## config.mk

```make
export PLATFORM = sky130hd
export DESIGN_NAME = uart_frame_parser
export DESIGN_NICKNAME = d
export VERILOG_FILES = /design/src/rtl/uart_frame_parser.sv
export SDC_FILE = /design/constraint.sdc
export NUM_CORES = 1
export LEC_CHECK = 0
export CORE_MARGIN = 2
export CORE_UTILIZATION = 45
export CTS_CLUSTER_DIAMETER = 100
export DETAILED_ROUTE_END_ITERATION = 8
export PLACE_DENSITY = 0.72
export SYNTH_ARGS = -nofsm -noshare
export SYNTH_HDL_FRONTEND = slang
export SYNTH_SLANG_ARGS = --single-unit
```

## constraint.sdc

```tcl
create_clock -name clk -period 2.4 [get_ports clk]
set_input_delay 0.24 -clock clk [delete_from_list [all_inputs] [get_ports clk]]
set_output_delay 0.24 -clock clk [all_outputs]
set_load 0.02 [all_outputs]
```

## src/rtl/uart_frame_parser.sv

```systemverilog
// Pops bytes from the UART RX FIFO, extracts [SOF][LEN][PAYLOAD][CHK] frames and streams
// payload bytes to the core over valid/ready, reporting per-frame status and statistics.
module uart_frame_parser #(
  parameter int unsigned CLK_FREQ    = 50000000,
  parameter logic [7:0]  SOF_BYTE    = 8'hA5,
  parameter int unsigned MAX_LEN     = 64,
  parameter int unsigned TIMEOUT_CYC = 50000
) (
  input  logic        clk,
  input  logic        rst_n,
  input  logic        fifo_empty,
  input  logic [7:0]  fifo_q,
  output logic        fifo_rdreq,
  output logic [7:0]  out_data,
  output logic        out_valid,
  input  logic        out_ready,
  output logic        out_last,
  output logic        frame_ok,
  output logic        frame_err,
  output logic [1:0]  err_code,
  output logic [7:0]  frame_len,
  output logic [15:0] ok_cnt,
  output logic [7:0]  err_cnt
);

  // A zero timeout selects a 1 ms inter-byte limit derived from the clock frequency.
  localparam int unsigned TIMEOUT_EFF = (TIMEOUT_CYC != 0) ? TIMEOUT_CYC : (CLK_FREQ / 1000);
  localparam int unsigned TW          = $clog2(TIMEOUT_EFF + 1);

  typedef enum logic [1:0] {
    ST_HUNT,
    ST_LEN,
    ST_PAYLOAD,
    ST_CHK
  } state_t;

  state_t        state;
  logic          byte_pend;
  logic [7:0]    sum;
  logic [7:0]    remaining;
  logic [TW-1:0] to_cnt;
  logic          handshake_c;
  logic          timeout_c;

  assign handshake_c = out_valid && out_ready;
  assign fifo_rdreq  = !fifo_empty && !byte_pend && !(out_valid && !out_ready);
  assign timeout_c   = (state != ST_HUNT) && !byte_pend && !out_valid &&
                       (to_cnt == TW'(TIMEOUT_EFF - 1));

  always_ff @(posedge clk or negedge rst_n) begin
    if (!rst_n) begin
      state     <= ST_HUNT;
      byte_pend <= 1'b0;
      sum       <= 8'd0;
      remaining <= 8'd0;
      to_cnt    <= '0;
      out_data  <= 8'd0;
      out_valid <= 1'b0;
      out_last  <= 1'b0;
      frame_ok  <= 1'b0;
      frame_err <= 1'b0;
      err_code  <= 2'd0;
      frame_len <= 8'd0;
      ok_cnt    <= 16'd0;
      err_cnt   <= 8'd0;
    end else begin
      byte_pend <= fifo_rdreq;
      frame_ok  <= 1'b0;
      frame_err <= 1'b0;

      if (handshake_c) begin
        out_valid <= 1'b0;
        out_last  <= 1'b0;
      end

      // Inter-byte idle timer; core backpressure (out_valid high) does not age the frame.
      if (byte_pend || state == ST_HUNT) begin
        to_cnt <= '0;
      end else if (!out_valid) begin
        to_cnt <= to_cnt + TW'(1);
      end

      if (byte_pend) begin
        case (state)
          ST_HUNT: begin
            if (fifo_q == SOF_BYTE) state <= ST_LEN;
          end
          ST_LEN: begin
            if (fifo_q != SOF_BYTE) begin
              frame_len <= fifo_q;
              if (fifo_q == 8'd0 || 32'(fifo_q) > MAX_LEN) begin
                frame_err <= 1'b1;
                err_code  <= 2'd1;
                if (err_cnt != 8'hFF) err_cnt <= err_cnt + 8'd1;
                state     <= ST_HUNT;
              end else begin
                sum       <= fifo_q;
                remaining <= fifo_q;
                state     <= ST_PAYLOAD;
              end
            end
          end
          ST_PAYLOAD: begin
            out_data  <= fifo_q;
            out_valid <= 1'b1;
            out_last  <= (remaining == 8'd1);
            sum       <= sum + fifo_q;
            remaining <= remaining - 8'd1;
            if (remaining == 8'd1) state <= ST_CHK;
          end
          ST_CHK: begin
            if (fifo_q == sum) begin
              frame_ok <= 1'b1;
              if (ok_cnt != 16'hFFFF) ok_cnt <= ok_cnt + 16'd1;
            end else begin
              frame_err <= 1'b1;
              err_code  <= 2'd2;
              if (err_cnt != 8'hFF) err_cnt <= err_cnt + 8'd1;
            end
            state <= ST_HUNT;
          end
          default: state <= ST_HUNT;
        endcase
      end else if (timeout_c) begin
        frame_err <= 1'b1;
        err_code  <= 2'd3;
        if (err_cnt != 8'hFF) err_cnt <= err_cnt + 8'd1;
        state     <= ST_HUNT;
      end
    end
  end

endmodule

```

==> run metrics, run 1 <==
status=finished clean; Max clock buf depth=2; Buf/Inv on CP=0; DRT Pass-1 Iters=4; critical path arrival=2.60 ns; Synth Instances=410; vias per cell=5.303; WHS=0.4273 ns; Max-slew headroom=0.5640; largest net degree at the start of global routing=52; Worst path max stage delay=0.56 ns; Max Slew Vio Count=0; Period minus WS final=2.367 ns; fillers=751; H-Tree Depth=3; critical path required time=2.64 ns; CTS root buf=clkbuf_8; Startpoint Class=register; Setup TNS=0 ns; Post-Syn Area=4088 sq um; Slew @ Worst Pin=0.6540 ns; DRT iter0 DRCs=124; Fin. Hold Viols=0; clock sinks=81; post-DP HPWL=6583 um; global placer's final weighted congestion=0.8879; Final WS setup=0.03263 ns; top cells by count, synth=dfrtp_1, nor2_1, nand2_1; ys flop type=dfrtp_1; crit path cell chain=ha_4 -> or4_4 -> nor2_4 -> nand4_1 -> nor4_2 -> mux2_2; Power Density=893.1 nW/um^2; MaxCap Viol Count=0; TritonCTS Buffers=9; number of port buffers=58; Tot Pwr=0.004797 W; Die Footprint=9862 sq um; DRT antenna net count=0; Routed WL=9043 um; Post-Syn Nets=435; nets=536; Synth area leader=dfrtp_1; Fmax=0.4224 GHz; Post-synth EDFFs=0; Ys Warns=0; dpl cells=604; Layout area overhead=31.40%; remaining global-route overflow=0; Yosys reg bits=81; initial antenna violation count=0; RSZ-0062 raised after global routing=yes; leading post-synthesis cells by cell area=dfrtp_1, xnor2_1, nor2_1; met3 wire length=443 um; share of layout cells above drive strength 1=0.1783; Routed met1 length=4061 um; Leak=2.359 nW; CP max FO=3; fraction of registers with async set/reset=1.000; VDD IR max=0.0005953 V; hold crit path type=input pin to register; via count=3309; routed wl met2=4310 um; Fin Clk Skew=0.01160 ns; Worst path top cell family by delay=simple AND/OR/NAND/NOR gates; Avg Cell Area, Syn=9.970 sq um; vias in the first global route=3226; Seq/Total Area, Yosys=0.4959; Final Non-Filler Cells=624; CP Capture Type=register; worst skew pair latency=0.36 ns; Total GRT Usage=0.1946; Die Height=99.31 um; pre-CTS setup slack=-0.4165 ns; Post-route DRC=0; I/O pin total=59; wire length per cell=14.49 um; Initial Util=0.4664; Tcrit/Tclk final=0.9864; first-pass GRT wire length=15390 um; count leader, synth=dfrtp_1; Slowest-stage cell, CP=or4_4; Final setup viols=0; Core Area=8763 sq um; Worst-path clk slew=0.09 ns; DR top layer=met4; Synth top area share=0.4959; width of the die=99.31 um; CTS tree=done; # diodes=0; site row count=34; Setup CP Type=register to register; post-synth cell types=54
[report_power, final]
group / leakage, nW / total (W) / internal [W] / switching [W]
Clock: 0.109 / 0.00103 / 0.000534 / 0.000495
Combinational: 1.20 / 0.00186 / 0.000920 / 0.000939
Sequential: 1.05 / 0.00191 / 0.00166 / 0.000246
Total: 2.36 / 0.00480 / 0.00312 / 0.00168
[state kept, by name, indices dropped and copies added (netlist names), 2 cells and up]
signal     cells
sum            8
frame_len      8
ok_cnt        16
remaining      8
err_code       2
err_cnt        8
to_cnt        16
out_data       8
state          2
[layout by cell type (no fill, tap or decap), drive strengths merged, types with 2 or more instances in the layout]
master	count
buf	44
xnor2	21
o21ai	29
and3	4
and4b	3
and4	2
nor2	49
nor2b	3
nand2b	3
mux2i	2
mux2	14
a21o	4
nand4	7
or3	4
inv	19
a21oi	18
dfrtp	81
o31ai	3
ha	12
xor2	18
a22o	2
nand2	38
or4	2
o41ai	2
nor3	15
nor4	3
and2	3
clkdlybuf4s50	55
clkbuf	11
nand3	18
clkinv	4
a211oi	3
[repair_timing]
item / in CTS / in global routing
setup buffers: 1 / 2
gates resized for setup: 9 / 1
pin swaps: 5 / 8
hold buffers: 1 / 0
endpoints found under the hold margin: 50 / 0
setup endpoints to repair: 12 / 12
[logic make-up (layout without fill, tap and decap cells)]
logic type / Yosys count / count (layout) / share of synthesized area
AO/OA/AOI/OAI: 72 / 72 / 0.1120
XOR/XNOR: 39 / 39 / 0.08356
adder cells (fa/ha/maj): 13 / 13 / 0.04163
buffers and inverters: 31 / 137 / 0.02938
flip-flops: 81 / 81 / 0.4959
multiplexers: 16 / 16 / 0.04346
AND/OR/NAND/NOR: 158 / 158 / 0.1941
[worst register-to-register path, delay by kind of cell (launching register included)]
| kind | cells | cell delay, ns |
|---|---|---|
| fa+ha+maj | 1 | 0.23 |
| flops | 1 | 0.42 |
| mux | 1 | 0.37 |
| simple gates | 4 | 1.22 |
[metrics by stage]
| step | utilization | cell area, sq um |
|---|---|---|
| final | 0.6129 | 5371 |
| after global routing | 0.6129 | 5371 |
| after CTS | 0.6109 | 5354 |
| after detailed placement | 0.5794 | 5077 |
| after global placement | 0.5794 | 5077 |
| after floorplan | - | 4088 |
[worst paths after layout]
| check | startpoint | end | slack [ns] | cells after the start |
|---|---|---|---|---|
| worst min-delay path | fifo_q[2] | frame_len[2] | 0.43 | 3 |
| worst min register to register | out_data[7] | out_data[7] | 0.49 | 2 |
| min in group asynchronous | rst_n | to_cnt[6] | 0.46 | 2 |
| worst max-delay path | sum[0] | ok_cnt[14] | 0.03 | 6 |
| max in group asynchronous | rst_n | sum[4] | 1.34 | 3 |
| worst max register to register | sum[0] | ok_cnt[14] | 0.03 | 6 |
[layout make-up]
cell class	count	area, sq um	area share
flip-flops and latches	81	2027	0.3774
well taps	108	135.1	0.02516
clock inverters	5	53.80	0.01002
clock buffers	11	151.4	0.02819
inverters	19	71.32	0.01328
multi-input cells	298	1996	0.3715
repair buffers	102	937.1	0.1745
[layer usage]
| metal | global-route usage | vias to the layer above |
|---|---|---|
| li1 | - | 1627 |
| met1 | 0.2513 | 1588 |
| met2 | 0.3191 | 73 |
| met3 | 0.04357 | 21 |
| met4 | 0.07903 | 0 |
| met5 | 0 | - |
Power figures use the tool's default switching activity.
==> run 2, diff against run 1 <==
--- a/config.mk
+++ b/config.mk
@@ -13,3 +13,4 @@
 export SYNTH_ARGS = -nofsm -noshare
 export SYNTH_HDL_FRONTEND = slang
 export SYNTH_SLANG_ARGS = --single-unit
+export TNS_END_PERCENT = 50
==> run 2 against run 1 <==
  * Worst setup slack about the same
  * Total power about the same
  * Design area unchanged
  * Worst hold slack improved by 0.0014 ns
  * Clock-buffer cell count unchanged
  * Via count about the same
  * Sequential power about the same
  * Critical path depth unchanged
  * Die area unchanged
  * Global-route usage unchanged
  * Register-to-register slack about the same
==> run metrics, run 2 (synthesis results as in run 1) <==
status=finished clean (unchanged); Post-route DRC=0 (unchanged); CTS root buf=clkbuf_8 (unchanged); wire length per cell=14.49 um (about the same); most frequent cells in the layout=dfrtp_1, clkdlybuf4s50_1, nor2_1 (unchanged); Die Height=99.31 um (unchanged); CP Capture Type=register (unchanged); Setup CP Type=register to register (unchanged); Fmax=0.4224 GHz (about the same); Routed WL=9039 um (was 9043 um); Total GRT Usage=0.1946 (unchanged); number of port buffers=58 (unchanged); Slowest-stage cell, CP=or4_4 (unchanged); Worst path max stage delay=0.56 ns (about the same); worst skew pair latency=0.36 ns (about the same); pre-CTS setup slack=-0.4165 ns (unchanged); Startpoint Class=register (unchanged); Worst-path clk slew=0.09 ns (about the same); vias in the first global route=3226 (unchanged); Leak=2.359 nW (unchanged); VDD IR max=0.0005957 V (was 0.0005953 V); Fin. Hold Viols=0 (unchanged); largest net degree at the start of global routing=52 (unchanged); # diodes=0 (unchanged); DRT Pass-1 Iters=4 (unchanged); WHS=0.4287 ns (was 0.4273 ns); Final Cell Area=5371 sq um (unchanged); initial antenna violation count=0 (unchanged); via count=3308 (was 3309); CP Depth=6 (unchanged); Layout area overhead=31.40% (unchanged); DR top layer=met4 (unchanged); Core Area=8763 sq um (unchanged); Fin Clk Skew=0.01163 ns (was 0.01160 ns); MaxCap Viol Count=0 (unchanged); Max clock buf depth=2 (unchanged); TritonCTS Buffers=9 (unchanged); DP Area=5077 sq um (unchanged); DRT iter0 DRCs=128 (was 124); critical path arrival=2.60 ns (about the same); critical path required time=2.64 ns (about the same); CTS tree=done (unchanged); width of the die=99.31 um (unchanged); Worst path top cell family by delay=simple AND/OR/NAND/NOR gates (unchanged); Power Density=893.1 nW/um^2 (about the same); DRT antenna net count=0 (unchanged); H-Tree Depth=3 (unchanged); post-DP HPWL=6583 um (unchanged); Period minus WS final=2.368 ns (was 2.367 ns); Final setup viols=0 (unchanged); Buf/Inv on CP=0 (unchanged); crit path cell chain=ha_4 -> or4_4 -> nor2_4 -> nand4_1 -> nor4_2 -> mux2_2 (unchanged); met3 wire length=455 um (was 443 um); remaining global-route overflow=0 (unchanged); share of layout cells above drive strength 1=0.1783 (unchanged); site row count=34 (unchanged); Routed met1 length=4034 um (was 4061 um); Die Footprint=9862 sq um (unchanged); Initial Util=0.4664 (unchanged); first-pass GRT wire length=15390 um (unchanged); I/O pin total=59 (unchanged); vias per cell=5.301 (was 5.303); Hold Crit Depth=3 (unchanged); Slew @ Worst Pin=0.6537 ns (was 0.6540 ns); Final WS setup=0.03238 ns (was 0.03263 ns); routed wl met2=4321 um (was 4310 um); most common cell after layout, fill and taps aside=dfrtp_1 (unchanged); top flop regs=ok_cnt x16, to_cnt x16 (unchanged); global placer's final weighted congestion=0.8879 (unchanged); nets=536 (unchanged); hold crit path type=input pin to register (unchanged); clock sinks=81 (unchanged); Max Slew Vio Count=0 (unchanged); CP max FO=3 (unchanged); fillers=751 (unchanged); RSZ-0062 raised after global routing=yes (unchanged); Tcrit/Tclk final=0.9865 (was 0.9864); Worst R2R Path Depth=6 (unchanged); Max-slew headroom=0.5642 (was 0.5640)
[run 2: routing by layer]
layer,global-route usage,up-vias
met2,0.3191,74
met5,0,-
met1,0.2513,1586
met4,0.07903,0
met3,0.04357,21
li1,-,1627
[run 2: final timing paths]
check                                 start  slack [ns]      endpoint
worst max register to register       sum[0]        0.03    ok_cnt[14]
min in group asynchronous             rst_n        0.46     to_cnt[6]
worst min-delay path              fifo_q[2]        0.43  frame_len[2]
max in group asynchronous             rst_n        1.34        sum[4]
worst max-delay path                 sum[0]        0.03    ok_cnt[14]
worst min register to register  out_data[7]        0.49   out_data[7]
[run 2: final cells by class]
class / count / area, sq um / share of cell area
Inverter: 19 / 71.32 / 0.01328
Multi-Input combinational cell: 298 / 1996 / 0.3715
Clock buffer: 11 / 151.4 / 0.02819
Tap cell: 108 / 135.1 / 0.02516
Clock inverter: 5 / 53.80 / 0.01002
Timing Repair Buffer: 102 / 937.1 / 0.1745
Sequential cell: 81 / 2027 / 0.3774
[run 2: worst min-delay path: stages]
cell            delay, ns
dlymetal6s2s_1       0.17
buf_4                0.20
mux2_2               0.15
[run 2: through the flow]
| stage | TNS (ns) | total power (W) | cells | util |
|---|---|---|---|---|
| final | 0 | 0.004797 | 624 | 0.6129 |
| after global routing | -0.6657 | 0.005111 | 624 | 0.6129 |
| after CTS | 0 | 0.004823 | 622 | 0.6109 |
| after detailed placement | -7.061 | 0.003727 | 604 | 0.5794 |
| after global placement | -5.463 | 0.003672 | 604 | 0.5794 |
| after floorplan | 0 | 0.002932 | 410 | - |
[run 2: timing repair]
| action | 4_1_cts | 5_1_grt |
|---|---|---|
| endpoints found under the hold margin | 50 | 0 |
| pin swaps | 5 | 8 |
| setup buffers | 1 | 2 |
| hold buffers | 1 | 0 |
| setup endpoints to repair | 12 | 12 |
| gates resized for setup | 9 | 1 |
[run 2: power by group]
group          total (W)  internal [W]  switching, W
Clock            0.00103      0.000534      0.000495
Combinational    0.00186      0.000920      0.000938
Sequential       0.00191       0.00166      0.000246
==> run 3, diff against run 2 <==
--- a/config.mk
+++ b/config.mk
@@ -5,11 +5,13 @@
 export SDC_FILE = /design/constraint.sdc
 export NUM_CORES = 1
 export LEC_CHECK = 0
-export CORE_MARGIN = 2
+export CORE_MARGIN = 1
 export CORE_UTILIZATION = 45
 export CTS_CLUSTER_DIAMETER = 100
+export CTS_CLUSTER_SIZE = 25
 export DETAILED_ROUTE_END_ITERATION = 8
 export PLACE_DENSITY = 0.72
+export SKIP_CTS_REPAIR_TIMING = 1
 export SYNTH_ARGS = -nofsm -noshare
 export SYNTH_HDL_FRONTEND = slang
 export SYNTH_SLANG_ARGS = --single-unit
==> run 3 against run 2 <==
  * Worst hold slack worse by 0.047 ns
  * Critical path type is now input pin to register
  * Routed wire length is 0.40% higher
  * Worst setup slack better by 0.029 ns
  * Largest power group unchanged
  * Highest routed layer unchanged
  * Fmax is 1.2% higher
  * Core utilization hardly changed
  * Critical path depth is 4 higher
  * Largest cell class unchanged
==> run metrics, run 3 (synthesis results as in run 1) <==
status=finished clean (unchanged); worst skew pair latency=0.36 ns (about the same); # diodes=0 (unchanged); Slew @ Worst Pin=0.8352 ns (was 0.6537 ns); vias per cell=5.315 (was 5.301); Initial Util=0.4664 (unchanged); Setup CP Type=input pin to register (was register to register); TritonCTS Buffers=9 (unchanged); via count=3306 (was 3308); Fin Clk Skew=0.008284 ns (was 0.01163 ns); switch share=0.3428 (was 0.3501); Worst path max stage delay=0.57 ns (was 0.56 ns); width of the die=97.31 um (was 99.31 um); top flop regs=ok_cnt x16, to_cnt x16 (unchanged); Period minus WS final=2.339 ns (was 2.368 ns); crit path cell chain=clkdlybuf4s50_1 -> ha_4 -> or4_4 -> nor2_4 -> nand4_1 -> inv_2 -> o41ai_4 -> buf_4 -> nor3_1 -> xnor2_1 (was ha_4 -> or4_4 -> nor2_4 -> nand4_1 -> nor4_2 -> mux2_2); Gate power share=0.365 (was 0.387); I/O pin total=59 (unchanged); Psw=0.001704 W (was 0.001680 W); DP Area=5030 sq um (was 5077 sq um); Max clock buf depth=2 (unchanged); site row count=34 (unchanged); Routed WL=9075 um (was 9039 um); Fmax=0.4276 GHz (was 0.4224 GHz); Max-slew headroom=0.4432 (was 0.5642); WHS=0.3815 ns (was 0.4287 ns); CP Capture Type=register (unchanged); Fin. Hold Viols=0 (unchanged); first-pass GRT wire length=15500 um (was 15390 um); clock sinks=81 (unchanged); Slowest-stage cell, CP=or4_4 (unchanged); Leak=2.338 nW (was 2.359 nW); most common cell after layout, fill and taps aside=dfrtp_1 (unchanged); sequential power share=0.386 (was 0.398); CTS root buf=clkbuf_8 (unchanged); vias in the first global route=3302 (was 3226); MaxCap Viol Count=0 (unchanged); share of layout cells above drive strength 1=0.1751 (was 0.1783); most frequent cells in the layout=dfrtp_1, clkdlybuf4s50_1, nor2_1 (unchanged); Max Slew Vio Count=0 (unchanged); Total GRT Usage=0.2053 (was 0.1946); post-DP HPWL=6739 um (was 6583 um); Tcrit/Tclk final=0.9745 (was 0.9865); initial antenna violation count=0 (unchanged); fillers=749 (was 751); Layout area overhead=31.50% (was 31.40%); largest net degree at the start of global routing=39 (was 52); DRT antenna net count=0 (unchanged); total internal power=0.003266 W (was 0.003118 W); Worst-path clk slew=0.08 ns (was 0.09 ns); Startpoint Class=input pin (was register); Die Footprint=9469 sq um (was 9862 sq um); critical path arrival=2.62 ns (was 2.60 ns); nets=534 (was 536); VDD IR max=0.0005966 V (was 0.0005957 V); DRT iter0 DRCs=136 (was 128); H-Tree Depth=3 (unchanged); DRT Pass-1 Iters=4 (unchanged); RSZ-0062 raised after global routing=yes (unchanged); wire length per cell=14.59 um (was 14.49 um); number of port buffers=58 (unchanged); Final setup viols=0 (unchanged); Post-route DRC=0 (unchanged); Core Area=8763 sq um (unchanged); Power Density=924.5 nW/um^2 (was 893.1 nW/um^2); Clk pwr share=0.249 (was 0.215); Final Cell Area=5375 sq um (was 5371 sq um); Die Height=97.31 um (was 99.31 um); hold crit path type=input pin to asynchronous set/reset pin (was input pin to register); CTS tree=done (unchanged); CP max FO=5 (was 3); global placer's final weighted congestion=0.8994 (was 0.8879); remaining global-route overflow=0 (unchanged); critical path required time=2.68 ns (was 2.64 ns)
[run 3: cell types whose count changed in the layout (fill, tap and decap cells not counted), sizes merged]
| cell | change |
|---|---|
| clkdlybuf4s50 | +2 |
| bufinv | +2 |
| dlygate4sd2 | -1 |
| clkbuf | -1 |
| buf | -2 |
| clkinv | -4 |
| dlymetal6s2s | -1 |
| inv | +1 |
| clkinvlp | +2 |
[run 3: stage by stage]
step           std cells  setup slack [ns]  utilization  setup TNS (ns)  total power, W
3_3_place_gp         601           -0.3374       0.5740          -5.522        0.003621
4_1_cts              617          -0.08119       0.6027         -0.4448        0.004942
2_1_floorplan        410            0.1335            -               0        0.002932
3_5_place_dp         601           -0.3922       0.5740          -6.713        0.003688
6_report             622           0.06124       0.6134               0        0.004969
5_1_grt              622          -0.06114       0.6134         -0.2264        0.005292
[run 3: metal layers]
metal | global-route usage | wire length [um] | vias to the layer above
li1 | - | - | 1623
met1 | 0.2539 | 4108 | 1591
met2 | 0.3440 | 4431 | 75
met3 | 0.04964 | 343 | 17
met4 | 0.08597 | 193 | 0
met5 | 0 | 0 | -
[run 3: area by class of cell]
cell class              count  area (sq um)  share of cell area
repair buffers            100         895.9              0.1667
well taps                 108         135.1             0.02514
inverters                  19         71.32             0.01327
flip-flops and latches     81          2027              0.3771
multi-input cells         298          1994              0.3710
clock inverters             6         113.9             0.02118
clock buffers              10         137.6             0.02561
[run 3: power groups by stage]
| stage | logic (W) | clock network, W | registers [W] |
|---|---|---|---|
| after floorplan | 0.000880 | 0 | 0.00205 |
| after global placement | 0.00170 | 0 | 0.00192 |
| after detailed placement | 0.00176 | 0 | 0.00193 |
| after CTS | 0.00176 | 0.00127 | 0.00191 |
| after global routing | 0.00200 | 0.00133 | 0.00196 |
| final | 0.00181 | 0.00124 | 0.00192 |
[run 3: worst paths after layout]
check / start / end / slack, ns / depth (start not counted)
setup / recovery: fifo_q[6] / ok_cnt[13] / 0.06 / 10
hold / removal: rst_n / to_cnt[5] / 0.38 / 2
setup reg to reg: sum[6] / ok_cnt[13] / 0.07 / 9
hold reg to reg: out_data[7] / out_data[7] / 0.49 / 2
max in group asynchronous: rst_n / out_data[3] / 1.40 / 3
min in group clk: fifo_empty / byte_pend / 0.44 / 2
[run 3: critical path: cells and delay by family]
family,cells,cell delay [ns]
XOR/XNOR,1,0.15
AND/OR/NAND/NOR,4,1.03
AO/OA/AOI/OAI,1,0.13
buffers and inverters,3,0.83
adder cells (fa/ha/maj),1,0.23
